[config.mk]
export PLATFORM = sky130hd
export DESIGN_NAME = apb_master_arbiter
export DESIGN_NICKNAME = d
export VERILOG_FILES = /design/src/rtl/apb_master_arbiter.sv
export SDC_FILE = /design/constraint.sdc
export NUM_CORES = 1
export LEC_CHECK = 0
export ABC_AREA = 1
export CAP_MARGIN = 20
export CORE_ASPECT_RATIO = 0.9
export CORE_UTILIZATION = 38
export CTS_CLUSTER_SIZE = 25
export DETAILED_ROUTE_END_ITERATION = 6
export PLACE_DENSITY = 0.81
export SLEW_MARGIN = 5
export SYNTH_ARGS = -nofsm -noshare
export SYNTH_HDL_FRONTEND = slang
export SYNTH_SLANG_ARGS = --single-unit
[constraint.sdc]
create_clock -name clk -period 2.55 [get_ports clk]
set_clock_uncertainty 0.1 [all_clocks]
set_input_delay 0.51 -clock clk [delete_from_list [all_inputs] [get_ports clk]]
set_output_delay 0.51 -clock clk [all_outputs]
set_load 0.005 [all_outputs]
[src/rtl/apb_master_arbiter.sv]
//==============================================================================
// Module  : apb_master_arbiter
// Brief   : Round-robin arbiter sharing one APB master control port between
//           N_REQ requesters. Optional burst lock enabled by `define ARB_LOCK_EN.
// Revision: 1.0 - initial release
//==============================================================================
`default_nettype none

module apb_master_arbiter #(
    parameter int N_REQ = 4,
    parameter int PTR_W = $clog2(N_REQ)
) (
    input  logic                  clk,
    input  logic                  rst_n,
    input  logic [N_REQ-1:0]      req_valid,
    input  logic [N_REQ-1:0]      req_rw,
    input  logic [N_REQ*12-1:0]   req_addr,
    input  logic [N_REQ*32-1:0]   req_wdata,
    input  logic [N_REQ-1:0]      req_lock,
    output logic [N_REQ-1:0]      req_ready,
    output logic [N_REQ-1:0]      rsp_valid,
    output logic [31:0]           rsp_rdata,
    output logic [PTR_W-1:0]      gnt_id,
    output logic                  arb_busy,
    output logic                  m_start,
    output logic                  m_rw,
    output logic [11:0]           m_addr,
    output logic [31:0]           m_wdata,
    input  logic [31:0]           m_rdata,
    input  logic                  m_idle,
    input  logic                  m_busy
);

    localparam int c_AW = 12;
    localparam int c_DW = 32;

    typedef enum logic [1:0] {
        ST_ARB   = 2'd0,
        ST_ISSUE = 2'd1,
        ST_WAIT  = 2'd2
    } state_t;

    state_t             r_state, w_state_nxt;
    logic [PTR_W-1:0]   r_last_gnt, w_last_gnt_nxt;
    logic [PTR_W-1:0]   r_gnt_id, w_gnt_id_nxt;
    logic [N_REQ-1:0]   r_req_ready, w_req_ready_nxt;
    logic [N_REQ-1:0]   r_rsp_valid, w_rsp_valid_nxt;
    logic [c_DW-1:0]    r_rsp_rdata, w_rsp_rdata_nxt;
    logic               r_m_start, w_m_start_nxt;
    logic               r_m_rw, w_m_rw_nxt;
    logic [c_AW-1:0]    r_m_addr, w_m_addr_nxt;
    logic [c_DW-1:0]    r_m_wdata, w_m_wdata_nxt;

    logic [PTR_W-1:0]   w_rr_win;
    logic [PTR_W-1:0]   w_idx;
    logic               w_rr_found;
    logic [PTR_W-1:0]   w_win;
    logic               w_grant;

    // m_busy is only meaningful to observers; the handshake relies on m_idle.
    logic               w_unused_busy;
    assign w_unused_busy = m_busy;

    // First valid requester strictly after the previous owner, with wrap.
    always_comb begin
        w_rr_win   = '0;
        w_rr_found = 1'b0;
        w_idx      = '0;
        for (int k = 1; k <= N_REQ; k++) begin
            w_idx = PTR_W'((int'(r_last_gnt) + k) % N_REQ);
            if (!w_rr_found && req_valid[w_idx]) begin
                w_rr_win   = w_idx;
                w_rr_found = 1'b1;
            end
        end
    end

    assign w_grant = (r_state == ST_ARB) && m_idle && (|req_valid);

`ifdef ARB_LOCK_EN
    logic r_lock_hold;

    // A locked owner keeps the port while it stays valid; otherwise the
    // round-robin search continues from it.
    always_ff @(posedge clk or negedge rst_n) begin
        if (!rst_n) begin
            r_lock_hold <= 1'b0;
        end else if (w_grant) begin
            r_lock_hold <= req_lock[w_win];
        end
    end

    assign w_win = (r_lock_hold && req_valid[r_last_gnt]) ? r_last_gnt : w_rr_win;
`else
    logic w_unused_lock;
    assign w_unused_lock = ^req_lock;
    assign w_win         = w_rr_win;
`endif

    always_comb begin
        w_state_nxt     = r_state;
        w_last_gnt_nxt  = r_last_gnt;
        w_gnt_id_nxt    = r_gnt_id;
        w_req_ready_nxt = '0;
        w_rsp_valid_nxt = '0;
        w_rsp_rdata_nxt = r_rsp_rdata;
        w_m_start_nxt   = 1'b0;
        w_m_rw_nxt      = r_m_rw;
        w_m_addr_nxt    = r_m_addr;
        w_m_wdata_nxt   = r_m_wdata;
        case (r_state)
            ST_ARB: begin
                if (w_grant) begin
                    w_m_rw_nxt             = req_rw[w_win];
                    w_m_addr_nxt           = req_addr[w_win*c_AW +: c_AW];
                    w_m_wdata_nxt          = req_wdata[w_win*c_DW +: c_DW];
                    w_gnt_id_nxt           = w_win;
                    w_req_ready_nxt[w_win] = 1'b1;
                    w_m_start_nxt          = 1'b1;
                    w_state_nxt            = ST_ISSUE;
                end
            end
            ST_ISSUE: begin
                w_last_gnt_nxt = r_gnt_id;
                w_state_nxt    = ST_WAIT;
            end
            ST_WAIT: begin
                if (m_idle) begin
                    w_rsp_valid_nxt[r_gnt_id] = 1'b1;
                    w_rsp_rdata_nxt           = r_m_rw ? '0 : m_rdata;
                    w_state_nxt               = ST_ARB;
                end
            end
            default: begin
                w_state_nxt = ST_ARB;
            end
        endcase
    end

    always_ff @(posedge clk or negedge rst_n) begin
        if (!rst_n) begin
            r_state     <= ST_ARB;
            r_last_gnt  <= PTR_W'(N_REQ - 1);
            r_gnt_id    <= '0;
            r_req_ready <= '0;
            r_rsp_valid <= '0;
            r_rsp_rdata <= '0;
            r_m_start   <= 1'b0;
            r_m_rw      <= 1'b0;
            r_m_addr    <= '0;
            r_m_wdata   <= '0;
        end else begin
            r_state     <= w_state_nxt;
            r_last_gnt  <= w_last_gnt_nxt;
            r_gnt_id    <= w_gnt_id_nxt;
            r_req_ready <= w_req_ready_nxt;
            r_rsp_valid <= w_rsp_valid_nxt;
            r_rsp_rdata <= w_rsp_rdata_nxt;
            r_m_start   <= w_m_start_nxt;
            r_m_rw      <= w_m_rw_nxt;
            r_m_addr    <= w_m_addr_nxt;
            r_m_wdata   <= w_m_wdata_nxt;
        end
    end

    assign req_ready = r_req_ready;
    assign rsp_valid = r_rsp_valid;
    assign rsp_rdata = r_rsp_rdata;
    assign gnt_id    = r_gnt_id;
    assign arb_busy  = (r_state != ST_ARB);
    assign m_start   = r_m_start;
    assign m_rw      = r_m_rw;
    assign m_addr    = r_m_addr;
    assign m_wdata   = r_m_wdata;

endmodule

`default_nettype wire

# [Yosys cells after proc, flatten, opt, wreduce, memory -nomap -nowiden]
# Index checks and enable logic that the tools add are counted.
[totals] elab_cells=76 ff_bits=92
[op_classes] shifts=2 eq_ne=4 magnitude_cmp=8 reduce_logical=16 mul=1 addsub=4 muxes=31
[op_table] cell="$shiftx A128 B8 Y32" n=1
[op_table] cell="$shiftx A48 B7 Y12" n=1
[op_table] cell="$mux W32" n=1
[op_table] cell="$lt A2 B3 Y1 const B" n=6
[op_table] cell="$mux W4" n=4
[op_table] cell="$mux W1" n=12
[op_table] cell="$mux W2" n=6
[op_table] cell="$bmux W1 S2" n=5
[op_table] cell="$logic_and A1 B1 Y1" n=7
[op_table] cell="$pmux W2 S3" n=1
[op_table] cell="$reduce_and A2 Y1" n=3
[op_table] cell="$add A2 B1 Y2 const B" n=2
[op_table] cell="$add A2 B2 Y2 const B" n=2
[op_table] cell="$demux W1 S2" n=2
[op_table] cell="$ge A2 B1 Y1 const B" n=2
[op_table] cell="$mul A2 B2 Y4 const B" n=1
[op_table] cell="$ne A2 B2 Y1 const B" n=2
[op_table] cell="$reduce_or A4 Y1" n=1
[op_table] cell="$logic_not A1 Y1" n=3
[op_table] cell="$eq A2 B1 Y1 const B" n=1
[op_table] cell="$eq A2 B2 Y1 const B" n=1
[op_table] cell="$logic_not A2 Y1" n=1
[op_table] cell="$reduce_bool A2 Y1" n=1

# [Logic depth before layout (Yosys ltp)]
# Gate-level depths: netlist of the first run.
[depth] word_depth=19 ltp_mapped=15 mapped_depth_nobuf=13

# [Least setup slack after synthesis of the first run]
# No wires, ideal clock.
[synth_path] path_type="reg-to-reg" start="register r_last_gnt[0]" end="register r_m_addr[10] (netlist: m_addr[10])" setup_ns=0.118 synth_period_minus_slack_ns=2.049 setup_slack_ns=0.501 required_ns=2.332 stages_incl_launch_ff=14 t_arrival_ns=1.831 cell_sequence="dfstp_2 buf_4 nand2_1 nand2_2 nand2_2 nand2_2 o21a_1 nand2_1 nor2_1 buf_4 buf_2 nand3_1 nand3_1 nand2_1"
[synth_between] elab_chain_cells=15
[synth_rtl] element="from (decl)" line_no="44" text="logic [PTR_W-1:0] r_last_gnt, w_last_gnt_nxt;"
[synth_rtl] element="from (signal assigned)" line_no="143" text="r_last_gnt <= PTR_W'(N_REQ - 1);"
[synth_rtl] element="from (signal assigned)" line_no="154" text="r_last_gnt <= w_last_gnt_nxt;"
[synth_rtl] element="$add A2 B1 Y2" line_no="70" text="w_idx = PTR_W'((int'(r_last_gnt) + k) % N_REQ);"
[synth_rtl] element="$bmux W1 S2" line_no="71" text="if (!w_rr_found && req_valid[w_idx]) begin"
[synth_rtl] element="$mux W1 (not written as such)" line_no="71"
[synth_rtl] element="$mux W1" line_no="71"
[synth_rtl] element="$logic_not A1 Y1" line_no="71"
[synth_rtl] element="$logic_and A1 B1 Y1" line_no="71"
[synth_rtl] element="$mux W1" line_no="71"
[synth_rtl] element="$logic_not A1 Y1" line_no="71"
[synth_rtl] element="$logic_and A1 B1 Y1" line_no="71"
[synth_rtl] element="$mux W1" line_no="71"
[synth_rtl] element="$logic_not A1 Y1" line_no="71"
[synth_rtl] element="$logic_and A1 B1 Y1" line_no="71"
[synth_rtl] element="$mux W2 *" line_no="71"
[synth_rtl] element="$mul A2 B2 Y4 *" line_no="115" text="w_m_addr_nxt = req_addr[w_win*c_AW +: c_AW];"
[synth_rtl] element="$shiftx A48 B7 Y12 *" line_no="115"
[synth_rtl] element="to (signal assigned)" line_no="161" text="r_m_addr <= w_m_addr_nxt;"
[synth_rtl] element="to (decl)" line_no="51" text="logic [c_AW-1:0] r_m_addr, w_m_addr_nxt;"
# Every way passes the cells marked *; elsewhere a longest branch is shown, timed or not. The select of a mux whose other input is x is not followed.
# A chain may end at the register's enable or synchronous reset.

# [Final worst setup path of the first run]
[layout_path] start="input req_valid[2]" end="register r_m_wdata[14] (netlist: m_wdata[14])"
[layout_between] elab_chain_cells=13
[layout_rtl] element="from (decl)" line_no="15" text="input logic [N_REQ-1:0] req_valid,"
[layout_rtl] element="$bmux W1 S2" line_no="71"
[layout_rtl] element="$mux W1 (not written as such)" line_no="71"
[layout_rtl] element="$mux W1" line_no="71"
[layout_rtl] element="$logic_not A1 Y1" line_no="71"
[layout_rtl] element="$logic_and A1 B1 Y1" line_no="71"
[layout_rtl] element="$mux W1" line_no="71"
[layout_rtl] element="$logic_not A1 Y1" line_no="71"
[layout_rtl] element="$logic_and A1 B1 Y1" line_no="71"
[layout_rtl] element="$mux W1" line_no="71"
[layout_rtl] element="$logic_not A1 Y1" line_no="71"
[layout_rtl] element="$logic_and A1 B1 Y1" line_no="71"
[layout_rtl] element="$mux W2" line_no="71"
[layout_rtl] element="$shiftx A128 B8 Y32" line_no="116" text="w_m_wdata_nxt = req_wdata[w_win*c_DW +: c_DW];"
[layout_rtl] element="to (signal assigned)" line_no="162" text="r_m_wdata <= w_m_wdata_nxt;"
[layout_rtl] element="to (decl)" line_no="52" text="logic [c_DW-1:0] r_m_wdata, w_m_wdata_nxt;"
# Several ways; a longest one is shown, not always the timed one. The select of a mux whose other input is x is not followed.

==> flow_metrics.tcl, run 1 <==
set metrics [dict create \
    status "finished, violations left" \
    violations "design-rule violations" \
    combinationalPowerShare_pct 65.9 \
    slowest_stage "clkdlybuf4s50_1" \
    core.rowCount 40 \
    crit_end "m_wdata[14]$_DFFE_PN0P_" \
    synth_simple_gate_area_share_pct 48.1 \
    num_antenna_cells 0 \
    syn-cell-area_sq_um 5220 \
    cp_common_cell "nand2_1" \
    r2r_setup_slack_ps 260 \
    grt_max_degree 52 \
    synth_xor_xnor_area_share_pct 0 \
    worstPathCellList "clkdlybuf4s50_1, nand2_1, nand2_1, nand2_2, nand2_2, nor2_4, nand4_1, o211ai_4, buf_12, nand3_1, nand3_1, nand2_1" \
    synth_warnings 0 \
    routedWlPerCell_microns 16.5 \
    pre_cts_slack_ps -71.1 \
    hold_path.class "flop to flop" \
    clock-sinks 92 \
    cts_inserted_buffers 9 \
    p_leak_nw 4.12 \
    pwr-share-seq_pct 22.4 \
    slew_headroom_pct 56.0 \
    gp_congestion 0.883 \
    p_per_area_nw_per_um2 1280 \
    arrival_ps 2430 \
    drt_first_pass_iters 7 \
    grt_pass1_vias 6026 \
    finalSetupViolations 0 \
    cts_tree "done" \
    totalWireLength_mm 19.8 \
    clk_pin_slew_worst_paths_ps 70 \
    crit_type "input pin to flop" \
    syn_to_final_growth_pct 70.7 \
    groute.usage.overall_pct 27.7 \
    overflow 0 \
    cp-end-kind "flop" \
    dieArea_sq_um 14200 \
    io_pins 313 \
    synth-compound-area-share_pct 1.01 \
    cts_resized 0 \
    core_sq_um 13400 \
    reg2reg_depth 12 \
    layout.nets 1251 \
    synth_cell_types 25 \
    clkPwrFrac_pct 11.7 \
    max_freq_mhz 435 \
    syn_nets 960 \
    htreeDepth 3 \
    dp.cells 1181 \
    whs_ps 379 \
    hold_violations 0 \
    cp-startpoint "req_valid[2]" \
    die_x_microns 126 \
    p_sw_share_pct 44.9 \
    clock-root-buffer "clkbuf_16" \
    synth_top_family_by_area "simple AND/OR/NAND/NOR gates" \
    ys_seq_elements 92 \
    port_buffers 307 \
    num_vias 6350 \
    synth.avg_cell_area_sq_um 7.09 \
    synth-seq-area-share_pct 44.2 \
    grt_pass1_wl_mm 31.1 \
    p_int_mw 6.27 \
    rsz0062_at_grt "false" \
    antenna_found_initial 0 \
    drive_gt1_share_pct 6.49 \
    reg2reg_to "m_wdata[14]$_DFFE_PN0P_" \
    postRouteAntennaNets 0 \
    start_util_pct 39.0 \
    fin_crit_sh_pct 90.1 \
    maxCapViolCount 0 \
    synthesis.instances 736 \
    crit_fanout 31 \
    worstSkewPairLatency_ps 350 \
    report.final.slew_viol_count 0 \
    fin_util_pct 66.6 \
    die_h_microns 113 \
    ir_drop_v 0.000825 \
    worst_slew_pin_slew_ps 659 \
    slowest_delay_ps 470 \
    hpwl_mm 14.4 \
    viasPerCell 5.29 \
    power_mw 11.4 \
    drc_errors 6 \
    start_kind "input pin" \
    drtIter0Drc 457 \
    finalWorstSetupSlack_ps 253 \
    synthMuxAreaShare_pct 0 \
    clock_path_buffers 2 \
    regToRegStartpoint "r_last_gnt[0]$_DFFE_PN1N_" \
    synthAdderAreaFrac_pct 0 \
    p_sw_mw 5.11 \
    fin_cells 1200 \
    min_period_ps 2300 \
    required_ps 2690 \
]
## metrics by stage
step           setup TNS [ps]  area, sq um
3_3_place_gp             -180         8580
6_report                    0         8900
5_1_grt                     0         8900
2_1_floorplan               0         5220
3_5_place_dp             -587         8580
4_1_cts                     0         8890
## how the worst min path moves through the flow
stage	startpoint	to	slack, ps	cells after the start
final	rsp_rdata[15]$_DFFE_PN0P_	rsp_rdata[15]$_DFFE_PN0P_	380	2
after global routing	rsp_rdata[6]$_DFFE_PN0P_	rsp_rdata[6]$_DFFE_PN0P_	400	2
after CTS	m_addr[9]$_DFFE_PN0P_	m_addr[9]$_DFFE_PN0P_	380	2
after detailed placement	rsp_rdata[9]$_DFFE_PN0P_	rsp_rdata[9]$_DFFE_PN0P_	360	2
after global placement	rsp_rdata[4]$_DFFE_PN0P_	rsp_rdata[4]$_DFFE_PN0P_	360	2
after floorplan	rst_n	gnt_id[0]$_DFFE_PN0P_	110	0
## cell usage after synthesis
cell / number / share of area (%)
dfrtp_1: 90 / 43
nand2_2: 6 / 0.72
buf_12: 1 / 0.38
nor2_4: 1 / 0.22
nor2_1: 6 / 0.43
nand2_1: 274 / 20
o21bai_1: 1 / 0.14
clkbuf_1: 26 / 1.9
nor4_1: 1 / 0.12
o21ai_0: 5 / 0.48
nand3_1: 263 / 25
inv_1: 9 / 0.65
buf_6: 2 / 0.43
inv_2: 2 / 0.14
buf_4: 8 / 1.2
nand4_1: 3 / 0.36
buf_1: 5 / 0.36
buf_2: 17 / 1.6
or2_2: 1 / 0.12
dfstp_2: 2 / 1.0
o211ai_2: 1 / 0.24
clkinv_1: 1 / 0.072
nand2_4: 2 / 0.43
nor3_1: 8 / 0.77
o21a_1: 1 / 0.14
## power groups by stage
| stage | Sequential, mW | Clock (mW) | Combinational, mW |
|---|---|---|---|
| after floorplan | 2.56 | 0 | 4.23 |
| after global placement | 2.54 | 0 | 7.32 |
| after detailed placement | 2.56 | 0 | 7.45 |
| after CTS | 2.56 | 1.36 | 7.48 |
| after global routing | 2.63 | 1.41 | 8.21 |
| final | 2.55 | 1.33 | 7.49 |
## worst max-delay path, delay by kind of cell
family / cells / cell delay, ps
AOI/OAI and AO/OA: 1 / 170
buffers and inverters: 2 / 700
and+or+nand+nor: 9 / 1030
## repair_timing
action / in CTS / in global routing
setup endpoints to repair: 0 / 3
setup buffers: 0 / 2
hold buffers: 1 / 0
hold endpoints to repair: 24 / 0
## logic make-up (layout without fill, tap and decap cells)
logic type      Yosys count  in the layout
flops                    92             92
simple gates            565            565
buf+inv                  71            367
compound gates            8              8
## state kept, by name, indices dropped and copies added, names as in the netlist, 2 cells and up
register / count
m_wdata: 32
rsp_rdata: 32
m_addr: 12
req_ready: 4
rsp_valid: 4
gnt_id: 2
r_last_gnt: 2
r_state: 2
## placed cells by master, fill, tap and decap left out
cell type | synthesis | final
clkinv_8 | 0 | 1
o211ai_4 | 0 | 1
clkdlybuf4s50_1 | 0 | 306
nand2_4 | 2 | 2
nand2_2 | 6 | 6
inv_2 | 2 | 3
dlygate4sd3_1 | 0 | 1
or2_2 | 1 | 1
buf_12 | 1 | 12
nor2_1 | 6 | 4
nor4_1 | 1 | 1
o21a_1 | 1 | 1
o21ai_0 | 5 | 5
nand4_1 | 3 | 3
clkbuf_16 | 0 | 9
o21bai_1 | 1 | 1
clkinvlp_4 | 0 | 1
nor3_1 | 8 | 7
clkinv_4 | 0 | 2
inv_6 | 0 | 2
buf_4 | 8 | 20
clkinv_1 | 1 | 1
dfrtp_1 | 90 | 90
inv_8 | 0 | 1
nor2_2 | 0 | 1
nor3_2 | 0 | 1
nand2_1 | 274 | 274
dfstp_2 | 2 | 2
nor2_4 | 1 | 2
inv_1 | 9 | 8
nand3_1 | 263 | 263
## cell type report
type	count	area, sq um
flip-flops and latches	92	2300
repair buffers	339	3460
clock buffers	9	225
fillers	1160	4460
multi-input cells	573	2590
inverters	12	45.0
well taps	168	210
clock inverters	7	70.1
## per-layer routing
| layer | global-route usage, % | wire length [microns] | up-vias |
|---|---|---|---|
| met2 | 46.3 | 9840 | 294 |
| met5 | 0 | 0 | - |
| met4 | 12.0 | 657 | 0 |
| met3 | 5.77 | 1270 | 50 |
| li1 | - | - | 3024 |
| met1 | 34.9 | 8060 | 2982 |
Power figures use the tool's default switching activity.
==> inputs of run 2 (changes only) <==
- CORE_MARGIN: not set -> 2
- REMOVE_ABC_BUFFERS: not set -> 1
==> flow_metrics.tcl, run 2 (same netlist as run 1, synthesis figures left out) <==
set metrics [dict create \
    cts_tree "done" \
    layout_commonest_cell "clkdlybuf4s50_1" \
    dieArea_sq_um 14700 \
    clock-root-buffer "clkbuf_16" \
    core.rowCount 40 \
    fin_crit_sh_pct 90.0 \
    start_util_pct 39.0 \
    p_leak_nw 4.11 \
    antenna_found_initial 0 \
    htreeDepth 3 \
    crit_type "flop to flop" \
    routedWlPerCell_microns 15.9 \
    slowest_delay_ps 590 \
    cts_inserted_buffers 9 \
    final_cell_mix "clkdlybuf4s50_1 (306), nand2_1 (274), nand3_1 (263)" \
    rsz0062_at_grt "false" \
    core_sq_um 13400 \
    die_x_microns 128 \
    post_cts_buffers 0 \
    drtIter0Drc 492 \
    final-seq-area_sq_um 2300 \
    maxCapViolCount 0 \
    overflow 0 \
    postRouteAntennaNets 0 \
    ir_drop_v 0.000694 \
    fin_util_pct 66.6 \
    grt_max_degree 67 \
    power_mw 11.4 \
    num_antenna_cells 0 \
    fillerInstances 1109 \
    groute.usage.overall_pct 25.6 \
    worst_slew_pin_slew_ps 606 \
    pre_cts_slack_ps -82.6 \
    clock_path_buffers 2 \
    port_buffers 307 \
    hold_path.class "input pin to async pin" \
    grt_pass1_vias 5931 \
    hpwl_mm 14.2 \
    min_period_ps 2290 \
    viasPerCell 5.18 \
    report.final.slew_viol_count 0 \
    hold_violations 0 \
    num_vias 6202 \
    worst-path-buf-inv 3 \
    die_h_microns 115 \
    grt_pass1_wl_mm 29.7 \
    multi_input_area_sq_um 2590 \
    drive_gt1_share_pct 6.31 \
    finalSetupViolations 0 \
    drt_first_pass_iters 5 \
    worstSkewPairLatency_ps 350 \
    worstPathCellList "inv_2, nand2_1, nand2_1, nand2_2, nand2_2, nor2_4, nand4_1, buf_4, nand2_4, buf_12, nand2_1, nand3_1, nand3_1, nand2_1" \
    status "finished, final reports clean" \
    cp_common_cell "nand2_1" \
    fin_cells 1198 \
    drc_errors 0 \
    slowest_stage "dfstp_2" \
    arrival_ps 2490 \
    syn_to_final_growth_pct 70.5 \
    clk_pin_slew_worst_paths_ps 70 \
    crit_family "simple AND/OR/NAND/NOR gates" \
    start_kind "flop" \
    slew_headroom_pct 59.4 \
    layout.nets 1249 \
    max_freq_mhz 436 \
    required_ps 2740 \
    cp-end-kind "flop" \
    p_per_area_nw_per_um2 1280 \
    cts_resized 0 \
    gp_congestion 0.918 \
    finalWorstSetupSlack_ps 256 \
    ctsHoldBuffers 0 \
    dp.cells 1181 \
    clock-sinks 92 \
    crit_fanout 31 \
    whs_ps 21.0 \
    io_pins 313 \
    totalWireLength_mm 19.1 \
]
-- run 2: changes by cell type in the layout (fill, tap and decap cells not counted), sizes merged --
cell and change:
inv -1, buf -1, dlygate4sd3 -1, clkinvlp +2, bufinv +1, clkinv -3, clkbuf +1
-- run 2: path summary, 6_finish.rpt --
path,endpoint,cells after the start,slack [ps],start
max,m_wdata[14]$_DFFE_PN0P_,14,260,r_last_gnt[0]$_DFFE_PN1N_
min,rsp_rdata[21]$_DFFE_PN0P_,1,20,rst_n
max reg2reg,m_wdata[14]$_DFFE_PN0P_,14,260,r_last_gnt[0]$_DFFE_PN1N_
min reg2reg,m_wdata[17]$_DFFE_PN0P_,2,380,m_wdata[17]$_DFFE_PN0P_
max in group asynchronous,m_wdata[23]$_DFFE_PN0P_,2,1720,rst_n
min in group clk,m_wdata[17]$_DFFE_PN0P_,2,380,m_wdata[17]$_DFFE_PN0P_
-- run 2: final cells by class --
class                           instances  share of cell area, %
Timing Repair Buffer                  337                   38.7
Clock inverter                          6                  0.816
Multi-Input combinational cell        573                   29.1
Inverter                               12                  0.506
Clock buffer                           10                   2.57
Sequential cell                        92                   25.9
Tap cell                              168                   2.36
-- run 2: per-stage QoR --
stage / setup TNS (ps) / instance area [sq um]
after global routing: 0 / 8890
after global placement: -62.8 / 8580
after CTS: 0 / 8890
after floorplan: -149800 / 4910
after detailed placement: -805 / 8580
final: 0 / 8890
-- run 2: metal layers --
layer  vias up  GRT usage (%)  wire (microns)
li1       3016              -               -
met2       280           44.6            9390
met3        33           6.89            1480
met1      2873           31.3            7750
met4         0           7.84             492
met5         -              0               0
-- run 2: power by group --
part           switching (mW)  total, mW  internal, mW
Combinational            4.01       7.47          3.46
Sequential              0.370       2.52          2.15
Clock                   0.598       1.37         0.771
Total                    4.98       11.4          6.38
==> RTL edit 1: new RTL, settings of run 1 <==
Build with the macro `ARB_LOCK_EN` defined.
--- a/src/rtl/apb_master_arbiter.sv
+++ b/src/rtl/apb_master_arbiter.sv
@@ -5,6 +5,8 @@
 // Revision: 1.0 - initial release
 //==============================================================================
 `default_nettype none
+
+`define ARB_LOCK_EN
 
 module apb_master_arbiter #(
     parameter int N_REQ = 4,
Behaviour: no difference found for any inputs over 4 cycles, from zero or initial values and one cycle with rst_n low; that may be too few to reach the edited logic, so the function may still have changed.
==> RTL edit 1 against run 1 <==
Synthesized area up 14%. First-iteration DRC count down 23%. Sequential share of layout area down 2.1 points. Non-clock buffer count up 12. Total power up 0.21%. Cell area up 10%. Wire length up 4.2%. Setup slack worse by 0.055 ns. Count of clock-buffer cells in the layout up 1. Sequential cell count up 1. Critical path type unchanged. Largest cell class unchanged.
==> RTL edit 1: results (changes against run 1) <==
============================================================================
Final worst-path cycle share                                          0.9224   +0.02160
Count of distinct cell types in the synthesized netlist                   26   +4.0%
Total Negative Setup Slacks                                             0 ns   unchanged
All-Layer GR Usage                                                    0.2539   -0.02354
Crit path arrival time                                               2.49 ns   +0.06 ns
Leakage dissipation                                                 5.143 nW   +25%
Run status                                                      finished, final reports clean
Top cells by area in the synthesized netlist                    sky130_fd_sc_hd__dfrtp_1 (38%), sky130_fd_sc_hd__nand2_1 (24%), sky130_fd_sc_hd__nand3_1 (11%)
Worst hold slack after final layout                               0.07252 ns   -0.3066 ns
Layout net count                                                       1,477   +18%
Worst slew margin                                                     0.6002   +0.03981
Number of buffer cells added on primary ports                            311   +1.3%
Vias                                                                   6,771   +6.6%
First drt pass iteration count                                             5   -2
Path category of the worst min-delay check                      input pin to async pin
R2R Setup Slk                                                        0.21 ns   -0.05 ns
Proportion of layout cells with a drive suffix above 1               0.09539   +0.03047
Placer's final routability congestion estimate                        0.8746   -0.93%
Routed wirelength normalized by instance count                      14.15 µm   -14%
Filler Cell Count                                                      1,411   +22%
Register area share after synthesis                                   0.3904   -0.05139
Met3 Usage GRT                                                       0.06725   +0.009568
GR met2 Demand/Resource                                               0.4369   -0.02648
VDD IR max                                                       0.0005913 V   -28%
Drt initial violations                                                   353   -23%
Half-perimeter wire length after detailed placement                15,520 µm   +8.0%
Number of flops mapped to enable cells by yosys                            0   unchanged
Global-route wire length before repair                             32,130 µm   +3.5%
Met1 usage                                                            0.3123   -0.03624
Maximum number of pins on one net before global-route repair              45   -13%
Synth top cells by count                                        sky130_fd_sc_hd__nand2_1 (384), sky130_fd_sc_hd__nand3_1 (131), sky130_fd_sc_hd__inv_1 (106)
Syn nets                                                               1,168   +22%
Initial antenna violation count                                            0   unchanged
Slowest stage cell on the critical path                         sky130_fd_sc_hd__clkdlybuf4s50_1
Count of pins over their slew limit                                        0   unchanged
Slowest Stage Delay on Critical Path                                 0.54 ns   +0.07 ns
Top fanout value on the critical path                                     16   -48%
Clock-pin transition on the worst setup and hold timing paths        0.07 ns   about the same
Worst slack after detailed placement                              -0.2103 ns   -0.1392 ns
Vias in the first global route                                         6,241   +3.6%
============================================================================
## RTL edit 1: changes by cell type in the layout (fill, tap and decap cells not counted), sizes merged, moves of 9 or more
cell / before / now
buf: 32 / 41
nand2: 282 / 389
nand3: 263 / 132
inv: 14 / 114
or2: 1 / 45
nor2: 7 / 103
## RTL edit 1: repair_timing
item / in CTS / in global routing
endpoints found under the setup margin: 3 / 17
buffers inserted: 3 / 4
resized for setup: 0 / 1
pin swaps: 0 / 1
hold endpoints to repair: 0 / 0
## RTL edit 1: worst paths after layout
check | start | end | depth (start not counted)
setup / recovery | req_valid[1] | m_wdata[21] | 15
hold / removal | rst_n | rsp_rdata[24] | 1
setup reg to reg | r_last_gnt[0] | m_wdata[21] | 15
hold reg to reg | rsp_rdata[25] | rsp_rdata[25] | 2
max in group asynchronous | rst_n | m_wdata[3] | 2
min in group clk | rsp_rdata[25] | rsp_rdata[25] | 2
## RTL edit 1: cell type report
cell class,instances,share of cell area
Timing Repair Buffer,351,0.3628
Inverter,113,0.04322
Sequential cell,93,0.2374
Clock buffer,10,0.02435
Multi-Input combinational cell,685,0.2995
Tap cell,202,0.02575
Clock inverter,6,0.007012
## RTL edit 1: stage by stage
step	instance area, µm²	std cells
after CTS	9782	1456
after floorplan	5967	944
final	9814	1460
after detailed placement	9452	1437
after global placement	9452	1437
after global routing	9814	1460
## RTL edit 1: per-layer routing
metal | up-vias | share of wire
met3 | 29 | 0.060
li1 | 3454 | -
met4 | 0 | 0.021
met2 | 206 | 0.50
met5 | - | 0
met1 | 3082 | 0.42
## RTL edit 1: logic make-up after synthesis
family | count (synthesis) | share of synthesized area
flip-flops | 93 | 0.3904
AND/OR/NAND/NOR | 678 | 0.4819
AO/OA/AOI/OAI | 7 | 0.005871
buffers and inverters | 166 | 0.1218
## RTL edit 1: worst max-delay path: cells and delay by family
kind | cells | cell delay, ns
buffers and inverters | 2 | 0.77
and+or+nand+nor | 13 | 1.22
## RTL edit 1: report_power, final
group          internal [W]  total (W)  switching [W]
clock              0.000795    0.00140       0.000608
combinational       0.00347    0.00756        0.00410
sequential          0.00212    0.00243       0.000314
==> RTL edit 2: new RTL, config.mk and constraints of run 1 <==
Made on the original files. Take the reset off `r_rsp_rdata`, `r_m_addr` and `r_m_wdata` and load them in a clocked block of their own.
--- a/src/rtl/apb_master_arbiter.sv
+++ b/src/rtl/apb_master_arbiter.sv
@@ -144,23 +144,23 @@
             r_gnt_id    <= '0;
             r_req_ready <= '0;
             r_rsp_valid <= '0;
-            r_rsp_rdata <= '0;
             r_m_start   <= 1'b0;
             r_m_rw      <= 1'b0;
-            r_m_addr    <= '0;
-            r_m_wdata   <= '0;
         end else begin
             r_state     <= w_state_nxt;
             r_last_gnt  <= w_last_gnt_nxt;
             r_gnt_id    <= w_gnt_id_nxt;
             r_req_ready <= w_req_ready_nxt;
             r_rsp_valid <= w_rsp_valid_nxt;
-            r_rsp_rdata <= w_rsp_rdata_nxt;
             r_m_start   <= w_m_start_nxt;
             r_m_rw      <= w_m_rw_nxt;
-            r_m_addr    <= w_m_addr_nxt;
-            r_m_wdata   <= w_m_wdata_nxt;
         end
+    end
+
+    always_ff @(posedge clk) begin
+        r_rsp_rdata <= w_rsp_rdata_nxt;
+        r_m_addr    <= w_m_addr_nxt;
+        r_m_wdata   <= w_m_wdata_nxt;
     end
 
     assign req_ready = r_req_ready;
Behaviour: not the same (Yosys sat finds a counterexample within 4 cycles, from zero or initial values and one cycle with rst_n low).
==> RTL edit 2 against run 1 <==
Synthesized area decreased by 6.5%. Sequential cell count unchanged. Total power is 2.5% lower. Via count shrank 21%. Global-route usage shrank 2.8 points. Critical path type is now register to register. Largest cell class unchanged. Die area shrank 6.4%. Cell area shrank 4.2%. Wire length shrank 13%. Setup slack got worse by 0.10 ns.
==> RTL edit 2: results (changes against run 1) <==
============================================================================
Run status                                                      finished, final reports clean
Post-DP Area                                                    0.008184 mm²   -4.7%
Proportion of layout cells with a drive suffix above 1               0.06813   +0.003209
Worst hold stages                                                          1   -1
Register area share after synthesis                                   0.5507   +0.1088
First drt pass iteration count                                             5   -2
Count of distinct cell types in the synthesized netlist                   28   +12%
Global-route wire length before repair                             24,880 µm   -20%
Drt initial violations                                                   346   -24%
Adder-cell share of the synthesized area                                   0   unchanged
Depth of the CTS H-tree                                                    3   unchanged
Terminating pin of the worst hold path                          rsp_valid[1]
Drt total wl                                                       17,260 µm   -13%
Placer's final routability congestion estimate                        0.8685   -1.6%
Worst slew margin                                                     0.4871   -0.07331
GR Overflow Total                                                          0   unchanged
Buffer depth of the longest clock path                                     2   unchanged
Number of flops mapped to enable cells by yosys                           76   +76
R2R Setup Slk                                                        0.15 ns   -0.11 ns
Crit path arrival time                                               2.37 ns   -0.06 ns
Leakage dissipation                                                 3.691 nW   -11%
Top cells by area in the synthesized netlist                    sky130_fd_sc_hd__edfxtp_1 (47%), sky130_fd_sc_hd__nand2_1 (23%), sky130_fd_sc_hd__dfrtp_1 (7.2%)
Later-pin clock latency in the skew report                           0.33 ns   -0.02 ns
Vias/cell                                                              4.663   -12%
Net load switching power                                          0.004709 W   -7.8%
Top fanout value on the critical path                                     16   -48%
Diode count                                                                0   unchanged
Path category of the worst min-delay check                      register to register
Beginning of the worst register-to-register path                r_last_gnt[0]
Initial antenna violation count                                            0   unchanged
Synth top cells by count                                        sky130_fd_sc_hd__nand2_1 (304), sky130_fd_sc_hd__edfxtp_1 (76), sky130_fd_sc_hd__nand3_1 (51)
Post-synthesis async set-or-reset flop share                          0.1739   -0.8261
Vias in the first global route                                         4,504   -25%
Max-cap viol count                                                         0   unchanged
Buffer count from post-CTS setup fixing                                    0   unchanged
Complex-gate fraction of the synthesized area                        0.01001   -0.00006666
Half-perimeter wire length after detailed placement                13,230 µm   -7.9%
Number of cells on the worst reg-to-reg path                              14   +2
Syn nets                                                                 812   -15%
Setup CP Type                                                   register to register
Avg Inst Size Synth                                                8.292 µm²   +17%
All-Layer GR Usage                                                    0.2491   -0.02842
VDD IR max                                                       0.0008944 V   +8.4%
Clock-pin transition on the worst setup and hold timing paths        0.06 ns
Filler Cell Count                                                        973   -16%
Hold path start                                                    gnt_id[1]
Clock root cell                                                 sky130_fd_sc_hd__clkbuf_16
Worst r2r dst                                                    m_wdata[15]
Finished Layout Cells                                                  1,070   -11%
============================================================================
-- RTL edit 2: cells by family after synthesis --
| logic type | Yosys count |
|---|---|
| buf+inv | 73 |
| compound gates | 8 |
| simple gates | 415 |
| flops | 92 |
-- RTL edit 2: power groups by stage --
stage | clock network [W] | registers, W | logic [W]
2_1_floorplan | 0 | 0.00289 | 0.00416
3_3_place_gp | 0 | 0.00282 | 0.00658
3_5_place_dp | 0 | 0.00284 | 0.00670
4_1_cts | 0.00137 | 0.00282 | 0.00682
5_1_grt | 0.00142 | 0.00286 | 0.00771
6_report | 0.00133 | 0.00281 | 0.00695
-- RTL edit 2: metal layers --
layer	global-route usage	part of all wire
met1	0.3074	0.39
met3	0.05290	0.062
met4	0.06878	0.017
met2	0.4403	0.53
met5	0	0
-- RTL edit 2: final cells by class --
type | count | area [µm²] | area share
multi-input combinational | 425 | 1836 | 0.2152
clock inverter | 3 | 46.29 | 0.005427
clock buffer | 13 | 250.2 | 0.02933
sequential | 92 | 2685 | 0.3148
timing repair buffer | 331 | 3331 | 0.3904
tap | 160 | 200.2 | 0.02347
inverter | 46 | 182.7 | 0.02141
-- RTL edit 2: critical path, cell delays in order, from the launching register on --
cell and delay (ns):
sky130_fd_sc_hd__dfstp_2 0.58, sky130_fd_sc_hd__buf_4 0.16, sky130_fd_sc_hd__nand2_1 0.05, sky130_fd_sc_hd__nand2_1 0.12
sky130_fd_sc_hd__nand2_2 0.09, sky130_fd_sc_hd__nand2_2 0.11, sky130_fd_sc_hd__nor2_4 0.06, sky130_fd_sc_hd__nand2_2 0.09
sky130_fd_sc_hd__nand3_4 0.11, sky130_fd_sc_hd__nand2_8 0.11, sky130_fd_sc_hd__buf_8 0.17, sky130_fd_sc_hd__nor2_8 0.07
sky130_fd_sc_hd__buf_12 0.15, sky130_fd_sc_hd__nand2_1 0.06, sky130_fd_sc_hd__nand3_1 0.10
-- RTL edit 2: through the flow --
step                worst slack (ns)  hold WS, ns  power [W]
global placement             -0.2663       0.3809   0.009399
floorplan                    0.03660       0.1144   0.007049
global route               0.0005862       0.4346    0.01199
CTS                          0.02435       0.3943    0.01100
detailed placement           -0.3337       0.3794   0.009547
finish                        0.1494       0.3974    0.01109
-- RTL edit 2: timing repair --
action,4_1_cts,5_1_grt
pin swaps,1,2
setup endpoints to repair,12,45
gates cloned,1,1
hold buffers,0,0
gates resized for setup,0,8
-- RTL edit 2: how the worst max path moves through the flow --
stage | end | cells past startpoint
after global routing | m_wdata[2] | 13
after CTS | m_addr[4] | 13
after detailed placement | m_wdata[2] | 13
after floorplan | req_ready[1] | 4
final | m_wdata[15] | 14
after global placement | m_wdata[15] | 13
